File: config.mk
export PLATFORM = sky130hd
export DESIGN_NAME = logic_unit_arbiter
export DESIGN_NICKNAME = d
export VERILOG_FILES = /design/src/rtl/logic_arb_pkg.sv /design/src/rtl/bitwise_unit.sv /design/src/rtl/logic_unit_arbiter.sv
export SDC_FILE = /design/constraint.sdc
export NUM_CORES = 1
export LEC_CHECK = 0
export ABC_AREA = 0
export CORE_ASPECT_RATIO = 1.25
export CORE_MARGIN = 2
export CORE_UTILIZATION = 55
export CTS_CLUSTER_SIZE = 16
export DETAILED_ROUTE_END_ITERATION = 7
export DONT_BUFFER_PORTS = 1
export PLACE_DENSITY = 0.73
export SLEW_MARGIN = 30
export SYNTH_ARGS = -nofsm -noshare
export SYNTH_HDL_FRONTEND = slang
export SYNTH_HIERARCHICAL = 1
export SYNTH_SLANG_ARGS = --single-unit
File: constraint.sdc
create_clock -name clk -period 1.45 [get_ports clk]
set_input_delay 0.2175 -clock clk [delete_from_list [all_inputs] [get_ports clk]]
set_output_delay 0.2175 -clock clk [all_outputs]
set_load 0.05 [all_outputs]
File: src/rtl/logic_arb_pkg.sv
// Shared constants and types for the logic unit arbiter.
// Optional LOGIC_ARB_STATS_EN adds per-requester grant counters.
package logic_arb_pkg;

  localparam logic [1:0] OP_AND = 2'b00;
  localparam logic [1:0] OP_OR  = 2'b01;
  localparam logic [1:0] OP_XOR = 2'b10;
  localparam logic [1:0] OP_NOR = 2'b11;

  localparam int CNT_W = 16;

  typedef enum logic [1:0] {
    IDLE = 2'b00,
    EXEC = 2'b01,
    RESP = 2'b10
  } state_t;

endpackage

File: src/rtl/bitwise_unit.sv
// Combinational SIZE-bit AND/OR/XOR/NOR unit.
// Per-bit gate primitives feed a 4:1 select on op.
module bitwise_unit
  import logic_arb_pkg::*;
#(
  parameter int SIZE = 8
) (
  input  logic [1:0]      op,
  input  logic [SIZE-1:0] a,
  input  logic [SIZE-1:0] b,
  output logic [SIZE-1:0] y
);

  logic [SIZE-1:0] y_and;
  logic [SIZE-1:0] y_or;
  logic [SIZE-1:0] y_xor;
  logic [SIZE-1:0] y_nor;

  for (genvar i = 0; i < SIZE; i++) begin : g_bit
    and u_and (y_and[i], a[i], b[i]);
    or  u_or  (y_or[i],  a[i], b[i]);
    xor u_xor (y_xor[i], a[i], b[i]);
    nor u_nor (y_nor[i], a[i], b[i]);
  end

  always_comb begin
    y = y_and;
    unique case (1'b1)
      (op == OP_AND): y = y_and;
      (op == OP_OR):  y = y_or;
      (op == OP_XOR): y = y_xor;
      (op == OP_NOR): y = y_nor;
      default:        y = y_and;
    endcase
  end

endmodule

File: src/rtl/logic_unit_arbiter.sv
// Round-robin arbiter sharing one bitwise logic unit between two requesters.
// Define LOGIC_ARB_STATS_EN to add saturating grant counters.
module logic_unit_arbiter
  import logic_arb_pkg::*;
#(
  parameter int SIZE = 8
) (
  input  logic            clk,
  input  logic            rst_n,
  input  logic            req0_valid,
  input  logic [1:0]      req0_op,
  input  logic [SIZE-1:0] req0_a,
  input  logic [SIZE-1:0] req0_b,
  output logic            req0_ready,
  input  logic            req1_valid,
  input  logic [1:0]      req1_op,
  input  logic [SIZE-1:0] req1_a,
  input  logic [SIZE-1:0] req1_b,
  output logic            req1_ready,
  output logic            rsp_valid,
  output logic            rsp_id,
  output logic [SIZE-1:0] rsp_data,
  output logic            rsp_zero,
  input  logic            rsp_ready
`ifdef LOGIC_ARB_STATS_EN
  ,
  output logic [CNT_W-1:0] grant_cnt0,
  output logic [CNT_W-1:0] grant_cnt1
`endif
);

  state_t          state;
  logic            last_grant;
  logic [1:0]      op_q;
  logic [SIZE-1:0] a_q;
  logic [SIZE-1:0] b_q;
  logic            id_q;
  logic [SIZE-1:0] y;
  logic            idle;
  logic            g0;
  logic            g1;

  assign idle = (state == IDLE);

  // On a tie the requester that did not win last time gets the grant
  assign g0 = req0_valid & (~req1_valid | last_grant);
  assign g1 = req1_valid & (~req0_valid | ~last_grant);

  assign req0_ready = rst_n & idle & g0;
  assign req1_ready = rst_n & idle & g1;

  bitwise_unit #(
    .SIZE (SIZE)
  ) u_unit (
    .op (op_q),
    .a  (a_q),
    .b  (b_q),
    .y  (y)
  );

  always_ff @(posedge clk or negedge rst_n) begin
    if (!rst_n) begin
      state      <= IDLE;
      last_grant <= 1'b1;
      op_q       <= OP_AND;
      a_q        <= '0;
      b_q        <= '0;
      id_q       <= 1'b0;
      rsp_valid  <= 1'b0;
      rsp_id     <= 1'b0;
      rsp_data   <= '0;
      rsp_zero   <= 1'b0;
    end else begin
      unique case (state)
        IDLE: begin
          if (req1_ready) begin
            op_q  <= req1_op;
            a_q   <= req1_a;
            b_q   <= req1_b;
            id_q  <= 1'b1;
            state <= EXEC;
          end else if (req0_ready) begin
            op_q  <= req0_op;
            a_q   <= req0_a;
            b_q   <= req0_b;
            id_q  <= 1'b0;
            state <= EXEC;
          end
        end
        EXEC: begin
          rsp_data  <= y;
          rsp_zero  <= (y == '0);
          rsp_id    <= id_q;
          rsp_valid <= 1'b1;
          state     <= RESP;
        end
        RESP: begin
          if (rsp_ready) begin
            last_grant <= rsp_id;
            rsp_valid  <= 1'b0;
            state      <= IDLE;
          end
        end
        default: state <= IDLE;
      endcase
    end
  end

`ifdef LOGIC_ARB_STATS_EN
  localparam logic [CNT_W-1:0] CNT_ONE = 1;
  localparam logic [CNT_W-1:0] CNT_MAX = '1;

  logic [CNT_W-1:0] cnt0_q;
  logic [CNT_W-1:0] cnt1_q;

  always_ff @(posedge clk or negedge rst_n) begin
    if (!rst_n) begin
      cnt0_q <= '0;
      cnt1_q <= '0;
    end else begin
      if (req0_ready && cnt0_q != CNT_MAX) cnt0_q <= cnt0_q + CNT_ONE;
      if (req1_ready && cnt1_q != CNT_MAX) cnt1_q <= cnt1_q + CNT_ONE;
    end
  end

  assign grant_cnt0 = cnt0_q;
  assign grant_cnt1 = cnt1_q;
`endif

endmodule

* After elaboration in Yosys (flattened, before gate mapping)
Cells that the tools add are included.
Operators by class: equality and inequality tests 7, muxes and demuxes 15, bitwise logic cells 42, reductions and logical operators 8
Operators with widths (count):
- 2-to-1 mux 8 bit | 4
- case mux 8 bit (3 select lines) | 1
- bitwise AND 1 bit | 13
- NOT 1 bit | 11
- 2-to-1 mux 2 bit | 5
- bitwise OR 1 bit | 10
- logical NOT 8 bit | 1
- AND reduction 2 bit | 4
- XOR 1 bit | 8
- == test 2 bit (second input constant) | 3
- case mux 2 bit (3 select lines) | 1
- == test 2 x 1 -> 1 bit (second input constant) | 2
- nonzero test 2 bit | 2
- 2-to-1 mux 1 bit | 3
- != test 3 bit (second input constant) | 1
- logical NOT 2 bit | 1
- != test 2 bit (second input constant) | 1
- case mux 1 bit (2 select lines) | 1
Word-level totals: bits in registers 33, bits of input ports 41, output and inout port bits 13, word-level logic and storage cells 82

* Depth between registers and ports, before layout
depth after elaboration 7, gate-level depth with buffers 8, depth with buffers taken out 8

* By module
Netlist, hierarchy kept.
By module, submodules not included:
- logic_unit_arbiter | instances 1, cells each 152, area each 1592.8 sq um, seq. area each 827.0 sq um
- bitwise_unit | instances 1, cells each 76, area each 566.8 sq um, seq. area each 0.0 sq um

* Least setup slack after synthesis
Ideal clock, no wire load.
path type register -> output, from register state[0], to output port req0_ready, arrival 1.633 ns, required time 1.233 ns, setup slack -0.400 ns, stages on the path, launching flop included 5, buffers on the path 1, cells stage by stage dfrtp_1 -> nor3b_2 -> buf_2 -> nand2_1 -> a21oi_1
On the way: longest elaborated chain between the ends 3
Ends and longest elaborated chain:
- start, declared | line logic_unit_arbiter.sv:32 | state_t state;
- start signal, assigned | line logic_unit_arbiter.sv:63 | state <= IDLE;
- start signal, assigned | line logic_unit_arbiter.sv:81 | state <= EXEC;
- start signal, assigned | line logic_unit_arbiter.sv:87 | state <= EXEC;
- logical NOT 2 bit | line logic_unit_arbiter.sv:43 | assign idle = (state == IDLE);
- bitwise AND 1 bit (2 in series) | line logic_unit_arbiter.sv:49 | assign req0_ready = rst_n & idle & g0;
- end, declared | line logic_unit_arbiter.sv:14 | output logic req0_ready,
Every way passes these cells.

* Worst setup path after layout
Same ends and word-level chain as after synthesis.

==> metrics <==
status complete, but fails checks; failing checks negative setup slack; Via density 6.20; storage element area 830 µm²; Area Overhead vs Synth 48.4%; I/O Buffers 0; Crit. End Element output port; Final ANT Viol Nets 0; pre-CTS setup slack -0.213 ns; Die X 60.0 µm; Die Area 0.00445 mm²; CTS max path bufs 2; TritonCTS clock tree built; Starting Density 0.571; Die Y 74.1 µm; first-pass GRT wire length 9.25 mm; syn avg cell area 9.47 µm²; DRT iter0 DRCs 89; Placer Congestion 0.744; initial antenna violation count 0; core box area 0.00378 mm²; number of global-route vias before repair 1911; later-pin clock latency in the skew report 0.28 ns; Gate Count Post-Synth 228; minimum clock period 1.73 ns; # setup viols final 30; top cells by area, synth dfrtp_1, ha_1, a21oi_1, mux2_2, a31oi_1; fin area 0.00321 mm²; CP Cell Sequence buf_6 > nor3b_4 > nand2_2 > a21oi_4 > buf_12; CTS root buf clkbuf_8; Yosys Warn Count 6; Multi-input gate area 0.00155 mm²; Initial DRT Pass Iterations 4; Arr. time, crit path 1.52 ns; Detailed Place HPWL 3.03 mm; Fin Hold WS 0.0571 ns; clock sink count 33; Crit Path Class flop to output port; Worst path max stage delay 0.40 ns; Post-Layout Cell Count 328; startpoint types flop; Leakage 1.32 nW; Clock power frac 0.090; Antenna Cells 0; Seq pwr share 0.255; row count 25; drt drc 0; slowest CP cell dfrtp_1; # IOs 54; aggregate routed wire length 7.11 mm; Fmax achieved 0.577 GHz; Fill cells 190; Async SR Flop Fraction 1.00; # Max-Cap Violations 0; share of cells above drive strength 1 0.569; TritonCTS Buffers 5; top post-synthesis cells by count dfrtp_1, a21oi_1, inv_1, nand3_1, a31oi_1; Hold/Removal Path Class input port to flop; Cell Int Power 4.07 mW; CTS clk-pin slew, worst paths 0.07 ns; most numerous cell in the Yosys netlist dfrtp_1; Tcrit/Tclk final 1.19; P_sw 3.30 mW; post-synth net total 285; top_reg_cell synth dfrtp_1; Data required, critical path 1.23 ns; Yosys reg bits 33; final hold violation count 0; Overflow after GRT 0; H-tree lvl count 2; Syn Std Cell Area 0.00216 mm²; cell taking the most area after synthesis dfrtp_1; via count 2035; Post-synth EDFFs 0; Power Density 2300 mW/mm²; top cell type's share of synthesized area 0.371; Placed Cells 297; max_slew headroom 0.590; setup tns final -4.38 ns; Net Sw Frac 0.448; Comb power frac 0.655; Max Transition Viols Final 0; RSZ-0062 raised after global routing true; Total GRT Usage 0.282; DR WL/cell 21.7 µm; final setup margin -0.283 ns; largest net degree at the start of global routing 34; Yosys cell types 35; sequential area share after synthesis 0.383; Max IR drop VDD 1540 µV; final net count 330; Slew @ Worst Pin 0.614 ns; crit path max fanout 4; Area after DPL 0.00241 mm²; clk_skew 0.00380 ns
-- area by class of cell --
class	instances	area share
inverters	18	0.0211
repair buffers	52	0.190
multi-input cells	163	0.483
flip-flops and latches	33	0.259
well taps	54	0.0211
clock buffers	6	0.0226
clock inverters	2	0.00312
-- through the flow --
| step | utilization | total power, mW |
|---|---|---|
| after floorplan | - | 3.80 |
| after CTS | 0.793 | 6.26 |
| after detailed placement | 0.638 | 4.71 |
| final | 0.847 | 7.38 |
| after global placement | 0.638 | 4.63 |
| after global routing | 0.847 | 7.70 |
-- power groups by stage --
stage / combinational (mW) / sequential (mW) / clock [mW]
after floorplan: 1.69 / 2.11 / 0
after global placement: 2.86 / 1.76 / 0
after detailed placement: 2.92 / 1.79 / 0
after CTS: 3.78 / 1.80 / 0.683
after global routing: 5.06 / 1.93 / 0.710
final: 4.83 / 1.88 / 0.664
-- path summary, 6_finish.rpt --
kind	start	endpoint	slack [ns]	cells past startpoint
worst min-delay path	rsp_ready	state[1]	0.06	1
worst min register to register	rsp_data[3]	rsp_data[3]	0.51	1
worst max register to register	op_q[0]	rsp_zero	-0.22	7
worst max-delay path	state[0]	req0_ready	-0.28	5
max in group asynchronous	rst_n	last_grant	0.82	2
min in group asynchronous	rst_n	a_q[7]	0.38	2
-- sequential cells by signal, indices dropped and copies added (netlist names) --
signal / count
a_q: 8
b_q: 8
id_q: 1
last_grant: 1
op_q: 2
rsp_data: 8
rsp_id: 1
rsp_valid: 1
rsp_zero: 1
state: 2
-- critical path: cells and delay by family (launching register included) --
family	cells	cell delay (ns)
simple gates	2	0.40
compound gates	1	0.15
buf+inv	2	0.28
flops	1	0.40
-- logic make-up after synthesis --
| group | share of synthesized area |
|---|---|
| fa+ha+maj | 0.0927 |
| mux | 0.0521 |
| flops | 0.383 |
| simple gates | 0.168 |
| compound gates | 0.211 |
| buf+inv | 0.0927 |
-- placed cells by master (no fill, tap or decap), types with 2 or more instances in the layout --
cell type,Yosys,routed
a21oi_1,29,15
a21oi_2,0,12
a21oi_4,0,2
a31oi_1,17,17
and2_4,1,4
buf_12,0,8
buf_16,0,2
buf_4,3,30
buf_6,5,7
buf_8,1,2
clkbuf_16,0,2
clkbuf_8,0,5
clkinv_2,0,2
dfrtp_1,32,30
dfrtp_2,0,2
ha_1,16,2
ha_2,0,6
ha_4,0,8
inv_1,18,5
inv_2,0,13
mux2_2,10,10
nand2_1,4,3
nand2b_1,2,2
nand3_1,18,9
nand3_2,0,9
nor2b_1,9,6
nor2b_4,4,10
nor3_2,0,8
nor4_2,0,2
o21ai_0,11,10
o21ai_1,8,9
o21bai_1,8,3
o21bai_4,0,5
-- timing repair --
action,CTS,global route
buffers inserted,12,3
resized for setup,72,38
pin swaps,46,19
setup endpoints to repair,25,29
hold buffers,2,0
gates cloned,6,2
endpoints found under the hold margin,33,0
-- metal layers --
layer	track usage	wire length, µm	up-vias
li1	-	-	898
met1	0.345	2730	1000
met2	0.490	3700	111
met3	0.0435	375	26
met4	0.114	300	0
met5	0	0	-
(Power assumes the default switching activity.)
